File: config.mk
export PLATFORM = sky130hd
export DESIGN_NAME = div_clk_event_counter
export DESIGN_NICKNAME = d
export VERILOG_FILES = /design/src/rtl/div_clk_event_counter_pkg.sv /design/src/rtl/div_clk_event_counter_rise_detect.sv /design/src/rtl/div_clk_event_counter.sv
export SDC_FILE = /design/constraint.sdc
export NUM_CORES = 1
export LEC_CHECK = 0
export BUFFER_PORTS_ARGS = -buffer_cell sky130_fd_sc_hd__buf_2
export CORE_MARGIN = 2
export CORE_UTILIZATION = 57
export DETAILED_ROUTE_END_ITERATION = 10
export PLACE_DENSITY = 0.81
export SETUP_SLACK_MARGIN = 0.3
export SLEW_MARGIN = 20
export SYNTH_ARGS = -nofsm -noshare
export SYNTH_HDL_FRONTEND = slang
export SYNTH_SLANG_ARGS = --single-unit
File: constraint.sdc
create_clock -name clk -period 2.7 [get_ports clk]
set_input_delay 0.405 -clock clk [delete_from_list [all_inputs] [get_ports clk]]
set_output_delay 0.405 -clock clk [all_outputs]
set_load 0.03 [all_outputs]
File: src/rtl/div_clk_event_counter_pkg.sv
// Shared definitions for consumers of the divided clock: default width,
// the rise-detector reset level and the counter wrap-value helper.
package div_clk_event_counter_pkg;

    // Default width of count, modulus, load value and period measurement.
    localparam int DEFAULT_WIDTH = 8;

    // div_d resets high so a div_clk held high through reset is not an edge.
    localparam logic DIV_D_RESET = 1'b1;

    // What the counter does in a given cycle.
    typedef enum logic [1:0] {
        ACT_HOLD = 2'd0,
        ACT_LOAD = 2'd1,
        ACT_UP   = 2'd2,
        ACT_DOWN = 2'd3
    } cnt_act_e;

    // Largest count value for a given modulus; modulus 0 selects the full
    // 2^width range, so the largest value is all-ones of that width.
    function automatic logic [31:0] wrap_max(input logic [31:0] modulus,
                                             input int unsigned width);
        logic [31:0] all_ones;
        all_ones = 32'hFFFF_FFFF >> (32 - width);
        if (modulus == 32'd0) begin
            return all_ones;
        end
        return modulus - 32'd1;
    endfunction

endpackage

File: src/rtl/div_clk_event_counter_rise_detect.sv
// Rising-edge detector for a level that is already synchronous to clk.
// rise is combinational (same cycle div_clk is first seen high); tick is the
// registered one-cycle pulse that follows it.
module rise_detect #(
    parameter logic RESET_LEVEL = 1'b1
) (
    input  logic clk,
    input  logic rst,
    input  logic div_clk,
    output logic rise,
    output logic tick
);

    logic div_d;

    assign rise = div_clk & ~div_d;

    // Remember the previous level and register the edge pulse.
    always_ff @(posedge clk or posedge rst) begin
        if (rst) begin
            div_d <= RESET_LEVEL;
            tick  <= 1'b0;
        end else begin
            div_d <= div_clk;
            tick  <= rise;
        end
    end

endmodule

File: src/rtl/div_clk_event_counter.sv
// Divided-clock consumer: detects div_clk rising edges, steps a
// programmable-modulus up/down counter on each edge and measures the
// div_clk period, offering each measurement on a valid/ready port with a
// sticky overflow flag for dropped measurements.
module div_clk_event_counter
    import div_clk_event_counter_pkg::*;
#(
    parameter int WIDTH = DEFAULT_WIDTH
) (
    input  logic             clk,
    input  logic             rst,
    input  logic             div_clk,
    input  logic             en,
    input  logic             up_dn,
    input  logic             load,
    input  logic [WIDTH-1:0] load_val,
    input  logic [WIDTH-1:0] modulus,
    output logic [WIDTH-1:0] count,
    output logic             tick,
    output logic             tc,
    output logic             snap_valid,
    output logic [WIDTH-1:0] snap_data,
    input  logic             snap_ready,
    output logic             ovf,
    input  logic             ovf_clr
);

    localparam logic [WIDTH-1:0] ALL_ONES = '1;
    localparam logic [WIDTH-1:0] ONE      = WIDTH'(1);

    // ------------------------------------------------------------------
    // Edge detection
    // ------------------------------------------------------------------
    logic rise;

    rise_detect #(
        .RESET_LEVEL (DIV_D_RESET)
    ) u_rise_detect (
        .clk     (clk),
        .rst     (rst),
        .div_clk (div_clk),
        .rise    (rise),
        .tick    (tick)
    );

    // ------------------------------------------------------------------
    // Modulus counter
    // ------------------------------------------------------------------
    logic [WIDTH-1:0] count_reg;
    logic [WIDTH-1:0] count_next;
    logic             tc_reg;
    logic             tc_next;
    logic [WIDTH-1:0] wrap_val;
    logic             mod_nz;
    cnt_act_e         act;

    assign wrap_val = WIDTH'(wrap_max(32'(modulus), WIDTH));
    assign mod_nz   = (modulus != '0);

    // Select the counter action: load beats stepping, stepping needs an edge.
    always_comb begin
        act = ACT_HOLD;
        if (load) begin
            act = ACT_LOAD;
        end else if (rise && en) begin
            act = up_dn ? ACT_UP : ACT_DOWN;
        end
    end

    // Next count and wrap pulse; a modulus shrunk below the current count
    // pulls a down-count back into range without signalling a wrap.
    always_comb begin
        count_next = count_reg;
        tc_next    = 1'b0;
        case (act)
            ACT_LOAD: begin
                if (mod_nz && (load_val >= modulus)) begin
                    count_next = wrap_val;
                end else begin
                    count_next = load_val;
                end
            end
            ACT_UP: begin
                if (count_reg >= wrap_val) begin
                    count_next = '0;
                    tc_next    = 1'b1;
                end else begin
                    count_next = count_reg + ONE;
                end
            end
            ACT_DOWN: begin
                if (count_reg == '0) begin
                    count_next = wrap_val;
                    tc_next    = 1'b1;
                end else if (mod_nz && (count_reg >= modulus)) begin
                    count_next = wrap_val;
                end else begin
                    count_next = count_reg - ONE;
                end
            end
            default: begin
                count_next = count_reg;
            end
        endcase
    end

    // Counter state register.
    always_ff @(posedge clk or posedge rst) begin
        if (rst) begin
            count_reg <= '0;
            tc_reg    <= 1'b0;
        end else begin
            count_reg <= count_next;
            tc_reg    <= tc_next;
        end
    end

    assign count = count_reg;
    assign tc    = tc_reg;

    // ------------------------------------------------------------------
    // Period measurement
    // ------------------------------------------------------------------
    logic [WIDTH-1:0] cyc_reg;
    logic [WIDTH-1:0] cyc_inc;
    logic             seen_reg;
    logic             meas_valid;

    // Saturating increment doubles as the measured period sat(cyc+1).
    assign cyc_inc    = (cyc_reg == ALL_ONES) ? ALL_ONES : (cyc_reg + ONE);
    // The first edge after reset only starts the stopwatch.
    assign meas_valid = rise & seen_reg;

    // Cycle stopwatch restarted by every edge.
    always_ff @(posedge clk or posedge rst) begin
        if (rst) begin
            cyc_reg  <= '0;
            seen_reg <= 1'b0;
        end else begin
            cyc_reg  <= rise ? '0 : cyc_inc;
            seen_reg <= seen_reg | rise;
        end
    end

    // ------------------------------------------------------------------
    // Snapshot handshake
    // ------------------------------------------------------------------
    logic             snap_valid_reg;
    logic             snap_valid_next;
    logic [WIDTH-1:0] snap_data_reg;
    logic [WIDTH-1:0] snap_data_next;
    logic             ovf_reg;
    logic             ovf_next;
    logic             xfer;
    logic             drop;

    assign xfer = snap_valid_reg & snap_ready;
    // A new measurement is lost only when the pending one is not leaving.
    assign drop = meas_valid & snap_valid_reg & ~snap_ready;

    // Next snapshot state; a drop sets ovf even if a clear arrives with it.
    always_comb begin
        snap_valid_next = snap_valid_reg;
        snap_data_next  = snap_data_reg;
        ovf_next        = ovf_reg;
        if (meas_valid && !drop) begin
            snap_data_next  = cyc_inc;
            snap_valid_next = 1'b1;
        end else if (xfer) begin
            snap_valid_next = 1'b0;
        end
        if (drop) begin
            ovf_next = 1'b1;
        end else if (ovf_clr) begin
            ovf_next = 1'b0;
        end
    end

    // Snapshot state register.
    always_ff @(posedge clk or posedge rst) begin
        if (rst) begin
            snap_valid_reg <= 1'b0;
            snap_data_reg  <= '0;
            ovf_reg        <= 1'b0;
        end else begin
            snap_valid_reg <= snap_valid_next;
            snap_data_reg  <= snap_data_next;
            ovf_reg        <= ovf_next;
        end
    end

    assign snap_valid = snap_valid_reg;
    assign snap_data  = snap_data_reg;
    assign ovf        = ovf_reg;

endmodule

Yosys cells after proc, flatten, opt, wreduce, memory -nomap -nowiden
Index checks and enable logic that the tools add are counted.
Cells by class
  add/subtract/negate cells: 4
  $lt $le $gt $ge: 3
  equal/unequal tests: 4
  multiplexer cells: 20
  bitwise gates (word level): 8
  reduce and logical (&&, ||, !) cells: 11
Operators by type and width (number)
  8-bit two-way mux: 8
  8-bit greater-or-equal comparator: 3
  8-bit case mux with 3 select lines: 1
  8-bit by 1-bit adder with 8-bit output, second input constant: 2
  8-bit logical NOT: 2
  8-bit by 1-bit subtractor with 8-bit output, second input constant: 2
  8-bit equality test, second input constant: 1
  1-bit two-way mux: 8
  8-bit nonzero test: 1
  1-bit AND: 5
  2-bit equality test, second input constant: 2
  1-bit logical AND: 4
  2-bit two-way mux: 2
  2-bit nonzero test: 2
  3-bit nonzero test: 1
  2-bit by 1-bit equality test with 1-bit output, second input constant: 1
  1-bit inverter: 2
  1-bit case mux with 2 select lines: 1
  1-bit logical NOT: 1
  1-bit OR: 1
Storage, ports and cells
  bits in registers: 30
  input port bits: 24

Logic depth before layout (Yosys ltp)
Gate-level depths: netlist (run 1).
  depth after elaboration: 8
  depth in mapped cells: 12
  mapped depth without buffers: 12

Modules after synthesis
From an unflattened synthesis (run 1), not the netlist that was laid out.
Second synthesis, totals
  cell total of the unflattened synthesis: 304
  area total of the unflattened synthesis: 2567.5 um^2
Modules (own cells, without submodules)
  div_clk_event_counter: instances 1, cells an instance 300, area each 2498.6 um^2, sequential area each 700.7 um^2
  rise_detect: instances 1, cells an instance 4, area each 68.8 um^2, sequential area each 51.3 um^2

Worst setup path after synthesis (run 1)
No wires, ideal clock.
  path type: in2reg
  start: input modulus[1]
  end: register count_reg[1] (netlist: count[1])
  library setup time: 86 ps
  arrival: 3092 ps
  path slack: -478 ps
  cell stages on the path: 12
  cells stage by stage: inv_1 ha_1 or3b_2 or3_1 a21oi_1 ha_1 a21oi_1 o2111ai_1 a21oi_1 and2_2 a21oi_1 a32oi_1
On the way
  word-level cells in the longest chain between the ends: 6
Ends and longest elaborated chain
  start, declared: line div_clk_event_counter.sv:17  | input logic [WIDTH-1:0] modulus,
  parallel branches: the longest is 5 deep, another holds 8-bit by 1-bit subtractor with 8-bit output
  8-bit case mux with 3 select lines (*): line div_clk_event_counter.sv:75  | case (act)
  end signal, assigned: line div_clk_event_counter.sv:113  | count_reg <= count_next;
  end, declared: line div_clk_event_counter.sv:49  | logic [WIDTH-1:0] count_reg;
Mark *: on every way between the ends.
A chain may end at the register's enable or synchronous reset.

Worst setup path in the final report (run 1)
  start: input modulus[1]
  end: register count_reg[5] (netlist: count[5])
The elaborated chain is that of the path after synthesis.

==> results of run 1 <==
[cell usage after synthesis (5+ instances only)]
master / instances
and3_1: 7
nor2_1: 27
mux2i_1: 7
a31oi_1: 11
o211ai_1: 6
clkbuf_1: 6
xor2_1: 5
ha_1: 30
xnor2_1: 9
inv_1: 21
a21oi_1: 17
nand2_1: 17
nand3_1: 13
o21ai_0: 17
dfrtp_1: 29
[placed cells by master (no fill, tap or decap), types with 4 or more instances in the layout]
cell,Yosys,routed
a31oi_1,11,10
nor2_1,27,26
dfrtp_1,29,28
a21oi_4,0,4
o21ai_0,17,14
ha_1,30,26
mux2i_1,7,7
xnor2_1,9,9
nand2_1,17,17
a21oi_1,17,10
buf_2,1,41
a21oi_2,0,4
ha_4,0,4
clkbuf_8,0,6
nand3_1,13,12
xor2_1,5,5
buf_4,0,34
and3_1,7,7
inv_1,21,18
o211ai_1,6,6
[worst max-delay path, delay by kind of cell]
kind / cells / cell delay (ps)
buffers and inverters: 3 / 310
adders and majority gates: 2 / 330
and+or+nand+nor: 3 / 810
AOI/OAI and AO/OA: 5 / 910
xor gates and xnor gates: 1 / 140
[logic make-up after synthesis]
| kind of cell | Yosys count | share of synthesized area (%) |
|---|---|---|
| xor+xnor | 14 | 4.739 |
| simple gates | 103 | 22.44 |
| mux | 11 | 4.449 |
| fa+ha+maj | 30 | 14.51 |
| flops | 30 | 29.06 |
| buf+inv | 30 | 4.981 |
| compound gates | 79 | 19.83 |
[how the worst max path moves through the flow]
stage	start	end	slack, ps	cells past startpoint
after floorplan	modulus[1]	count[5]	-80	12
after global placement	modulus[1]	count[1]	-400	13
after detailed placement	modulus[1]	count[1]	-570	13
after CTS	modulus[1]	count[2]	-30	13
after global routing	modulus[0]	count[6]	-130	13
final	modulus[1]	count[5]	-30	14
[stage by stage]
stage	utilization (%)	std cells	cell area [um2]	total power (uW)	setup slack, ps
detailed placement	71.38	414	3108	1521	-571.2
global route	78.99	427	3440	2147	-126.7
floorplan	-	297	2645	1212	-82.44
global placement	71.38	414	3108	1481	-400.4
finish	78.99	427	3440	2028	-25.86
CTS	75.52	424	3288	1930	-25.04
[final cells by class]
type	count	area, um2	area share, %
Clock buffer	7	86.33	2.510
Timing Repair Buffer	78	506.7	14.73
Clock inverter	1	5.005	0.1455
Multi-Input combinational cell	238	1921	55.84
Inverter	21	102.6	2.983
Tap cell	52	65.06	1.892
Sequential cell	30	753.2	21.90
[power breakdown]
group	internal [uW]	total, uW	switching (uW)
Sequential	529	586	57.4
Combinational	434	1070	634
Clock	205	373	168
Total	1170	2030	859
[per-layer routing]
| metal | up-vias | GRT usage, % |
|---|---|---|
| li1 | 1252 | - |
| met1 | 1281 | 39.32 |
| met2 | 171 | 50.72 |
| met3 | 34 | 4.923 |
| met4 | 0 | 13.42 |
| met5 | - | 0 |
[what timing repair did]
item | 4_1_cts | 5_1_grt
hold endpoints to repair | 0 | 0
pin swaps | 14 | 19
hold buffers | 0 | 0
buffers inserted | 1 | 3
cloned | 1 | 0
setup endpoints to repair | 9 | 9
resized for setup | 18 | 24
==> qor.csv, run 1 <==
stage;metric;value;unit
synthesis;Post-synth top flop;dfrtp_1;
critical_path;Worst setup EP type;flip-flop;
floorplanning;row count;24;
grt;grt total ovfl;0;
critical_path;Worst Path Required;2870;ps
timing;Tcrit/Tclk final;101.0;%
route;met2 WL post-DR;3881;um
route;DRT antenna net count;0;
route;top sig layer;met4;
grt;vias in the first global route;2601;
grt;largest net degree at the start of global routing;19;
synthesis;Synth area leaders;dfrtp_1 (28%), ha_1 (15%), nor2_1 (3.9%);
timing;worst rel slew slack;35.76;%
clock_network;CTS Buffer Depth;2;
synthesis;Syn. warnings;0;
timing;Hold Slack;214.2;ps
floorplanning;core footprint;4354;um2
cells_and_area;# diodes;0;
route;WL met3;719;um
timing;Final Hold Fails;0;
route;routed len/inst;18.38;um
cells_and_area;Layout Area Growth over Synthesis;32.93;%
timing;Final Setup Violations;4;
power_and_ir_drop;Max IR drop VDD;343.6;uV
timing;Slew @ Worst Pin;963.6;ps
timing;Highest Clock Rate;366.9;MHz
clock_network;Clk Latency, worst-skew pair;290;ps
synthesis;synthesized cell area;2587;um2
synthesis;synthesized flop and latch total;30;
clock_network;CTS Buf Count;5;
clock_network;CTS root buffer;clkbuf_8;
critical_path;max incr delay on CP;370;ps
grt;initial antenna violation count;0;
route;drt drc;0;
timing;PnR worst setup slack;-25.86;ps
floorplanning;Starting Density;59.43;%
synthesis;syn avg cell area;8.712;um2
route;final wirelength;7850;um
timing;TNS Setup;-56.03;ps
placement;gpl congestion;0.9134;
synthesis;portion of the post-synthesis area used by sequential elements;29.06;%
power_and_ir_drop;P_leak;0.001651;uW
critical_path;worst-path maximum fanout;4;
clock_network;Clock Pin Slew Worst Setup and Hold Paths;70;ps
critical_path;kind of critical path;in2reg;
route;DR pass1 iterations;7;
route;DRT met1 WL;2913;um
outcome;status;complete, but fails checks;
cells_and_area;Layout fillers;300;
job;max_cap viols;0;
synthesis;Mapped Cells;297;
grt;gr usage total;30.56;%
route;vias per cell;6.412;
route;starting DRC count in detailed routing;152;
synthesis;Synth Net Count;351;
floorplanning;Die Span Y;71.38;um
placement;IO Port Bufs;43;
synthesis;Cell variety after synth;59;
critical_path;data arrival time of the critical path;2900;ps
synthesis;Post-synth ARST share;100.0;%
critical_path;worst reg2reg startpoint;count[0];
synthesis;post-synth top area share;28.05;%
synthesis;EDFF count, synth;0;
timing;post-route minimum period;2726;ps
critical_path;R2R setup slack;240;ps
floorplanning;die area;5094;um2
floorplanning;Die X;71.38;um
grt;first-pass GRT wire length;12280;um
outcome;failing checks;negative setup slack;
route;total number of vias;2738;
critical_path;critical path, cell by cell;buf_12, inv_16, ha_4, or3b_4, buf_4, xnor2_1, nor2_1, ha_1, nand4_1, o2111ai_4, a21oi_4, a31o_2, a22o_1, a211o_1;
timing;max-slew violation count;0;
critical_path;reg2reg end;count[7];
critical_path;R2R cell count;8;
cells_and_area;share of layout cells above drive strength 1;35.73;%
clock_network;CTS tree;yes;
clock_network;H-tree Lvls;2;
floorplanning;I/O pin cnt;44;
cells_and_area;Nets;428;
critical_path;slowest CP cell;or3b_4;
min_path;Hold WC Path Type;in2async;
power_and_ir_drop;PwrDens;589.5;nW/um2
timing;RSZ-0062 raised after global routing;yes;
clock_network;TritonCTS Sinks;30;
synthesis;leading area contributor after synthesis;dfrtp_1;
critical_path;CP Launch Type;input pin;
placement;HPWL Detailed;5620;um
timing;clock skew;16.09;ps
Power figures use the tool's default switching activity.
==> run 2: changes to the inputs <==
- SKIP_CTS_REPAIR_TIMING: unset -> 1
==> qor.csv, run 2 (synthesis gave the netlist of run 1 again) <==
stage;metric;value;unit;change
timing;PnR worst setup slack;-166.8;ps;-140.9 ps
cells_and_area;# diodes;0;;unchanged
grt;M1 GR Usage;37.81;%;-1.5 points
outcome;failing checks;negative setup slack;;
cells_and_area;Post-Layout Cell Count;426;;-0.23%
route;DR pass1 iterations;5;;-2
grt;met2 GRT Util;49.49;%;-1.2 points
route;routed len/inst;18.52;um;+0.72%
job;max_cap viols;0;;unchanged
power_and_ir_drop;total power;2005;uW;-1.1%
floorplanning;I/O pin cnt;44;;unchanged
cells_and_area;Layout Area Growth over Synthesis;31.09;%;
cells_and_area;most frequent cells in the layout;buf_2 (41), buf_4 (34), dfrtp_1 (28), ha_1 (27), nor2_1 (26);;
cells_and_area;Nets;427;;-0.23%
critical_path;Worst setup EP type;flip-flop;;
cells_and_area;Final Cell Area;3392;um2;-1.4%
clock_network;CTS Buf Count;5;;unchanged
route;final wirelength;7888;um;+0.48%
floorplanning;Starting Density;59.43;%;unchanged
floorplanning;core footprint;4354;um2;unchanged
placement;placed cells;414;;unchanged
floorplanning;Die Span Y;71.38;um;unchanged
grt;grt total ovfl;0;;unchanged
critical_path;data arrival time of the critical path;3060;ps;+160 ps
timing;Final Setup Violations;8;;+4
cells_and_area;share of layout cells above drive strength 1;34.22;%;-1.5 points
placement;gpl congestion;0.9134;;unchanged
timing;worst rel slew slack;40.31;%;+4.5 points
critical_path;CP Launch Type;input pin;;
placement;dpl ws;-571.2;ps;unchanged
timing;max-slew violation count;0;;unchanged
power_and_ir_drop;Max IR drop VDD;326.6;uV;-4.9%
route;drt drc;0;;unchanged
floorplanning;Die X;71.38;um;unchanged
cells_and_area;most common cell after layout, fill and taps aside;buf_2;;
grt;first-pass GRT wire length;11920;um;-3.0%
route;total number of vias;2730;;-0.29%
route;starting DRC count in detailed routing;215;;+41%
timing;Highest Clock Rate;348.8;MHz;-4.9%
clock_network;Clock Pin Slew Worst Setup and Hold Paths;70;ps;about the same
placement;DP Area;3108;um2;unchanged
power_and_ir_drop;P_leak;0.001648;uW;-0.19%
timing;Tcrit/Tclk final;106.2;%;+5.2 points
grt;vias in the first global route;2568;;-1.3%
timing;post-route minimum period;2867;ps;+140.9 ps
critical_path;kind of critical path;in2reg;;
power_and_ir_drop;PwrDens;591.0;nW/um2;+0.26%
min_path;Hold WC Path Type;in2async;;
clock_network;H-tree Lvls;2;;unchanged
critical_path;Worst Path Required;2890;ps;+20 ps
route;DRT antenna net count;0;;unchanged
timing;RSZ-0062 raised after global routing;yes;;
floorplanning;die area;5094;um2;unchanged
floorplanning;row count;24;;unchanged
clock_network;CTS tree;yes;;
grt;initial antenna violation count;0;;unchanged
timing;clock skew;13.00;ps;-3.081 ps
grt;GRT Max-Usage Layer;met2;;
clock_network;Clk Latency, worst-skew pair;280;ps;about the same
timing;Final Hold Fails;0;;unchanged
grt;largest net degree at the start of global routing;19;;unchanged
route;vias per cell;6.408;;about the same
critical_path;worst-path maximum fanout;5;;+1
clock_network;CTS Buffer Depth;2;;unchanged
clock_network;TritonCTS Sinks;30;;unchanged
outcome;status;complete, but fails checks;;
grt;GRT met3 Usage;4.360;%;-0.56 points
timing;Slew @ Worst Pin;895.4;ps;-68.18 ps
placement;IO Port Bufs;43;;unchanged
clock_network;CTS root buffer;clkbuf_8;;
grt;gr usage total;29.59;%;-0.98 points
placement;HPWL Detailed;5620;um;unchanged
run 2: worst max-delay path, cell delays in order:
cell       delay, ps
buf_12           110
inv_16            50
ha_4             140
or3b_4           390
or3_4            390
a21oi_4          200
ha_4             240
a21oi_4          180
o2111ai_4        170
a21oi_4          240
nand3_1          130
mux2_4           300
o211ai_1         100
run 2: final timing paths:
check | end | startpoint | cells after the start | slack, ps
max | count[2] | modulus[1] | 13 | -170
min | count[2] | rst | 2 | 220
max reg2reg | count[7] | count[0] | 8 | 230
min reg2reg | snap_data[5] | snap_data[5] | 2 | 470
max in group asynchronous | count[7] | rst | 3 | 1860
min in group clk | u_rise_detect.div_d | div_clk | 1 | 250
run 2: final cells by class:
cell class / instances / area [um2]
Clock buffer: 7 / 86.33
Fill cell: 310 / 962.2
Sequential cell: 30 / 753.2
Clock inverter: 1 / 5.005
Multi-Input combinational cell: 238 / 1884
Tap cell: 52 / 65.06
Inverter: 21 / 102.6
Timing Repair Buffer: 77 / 495.5
run 2: through the flow:
| stage | utilization [%] | hold slack [ps] | TNS [ps] |
|---|---|---|---|
| after global placement | 71.38 | 457.3 | -2954 |
| after global routing | 77.90 | 240.8 | -1472 |
| after detailed placement | 71.38 | 466.6 | -4213 |
| after floorplan | - | 409.5 | -357.9 |
| after CTS | 73.48 | 235.8 | -1706 |
| final | 77.90 | 221.3 | -721.8 |
run 2: power by group:
group          leakage, uW  internal, uW  switching (uW)  total, uW
logic              0.00122           420             628       1050
registers         0.000378           529            57.5        586
clock network    0.0000482           205             166        371
run 2: metal layers:
layer  share of wire, %  vias up
met3                8.5       47
met4                5.9        0
met1                 37     1257
li1                   -     1251
met2                 49      175
met5                  0        -
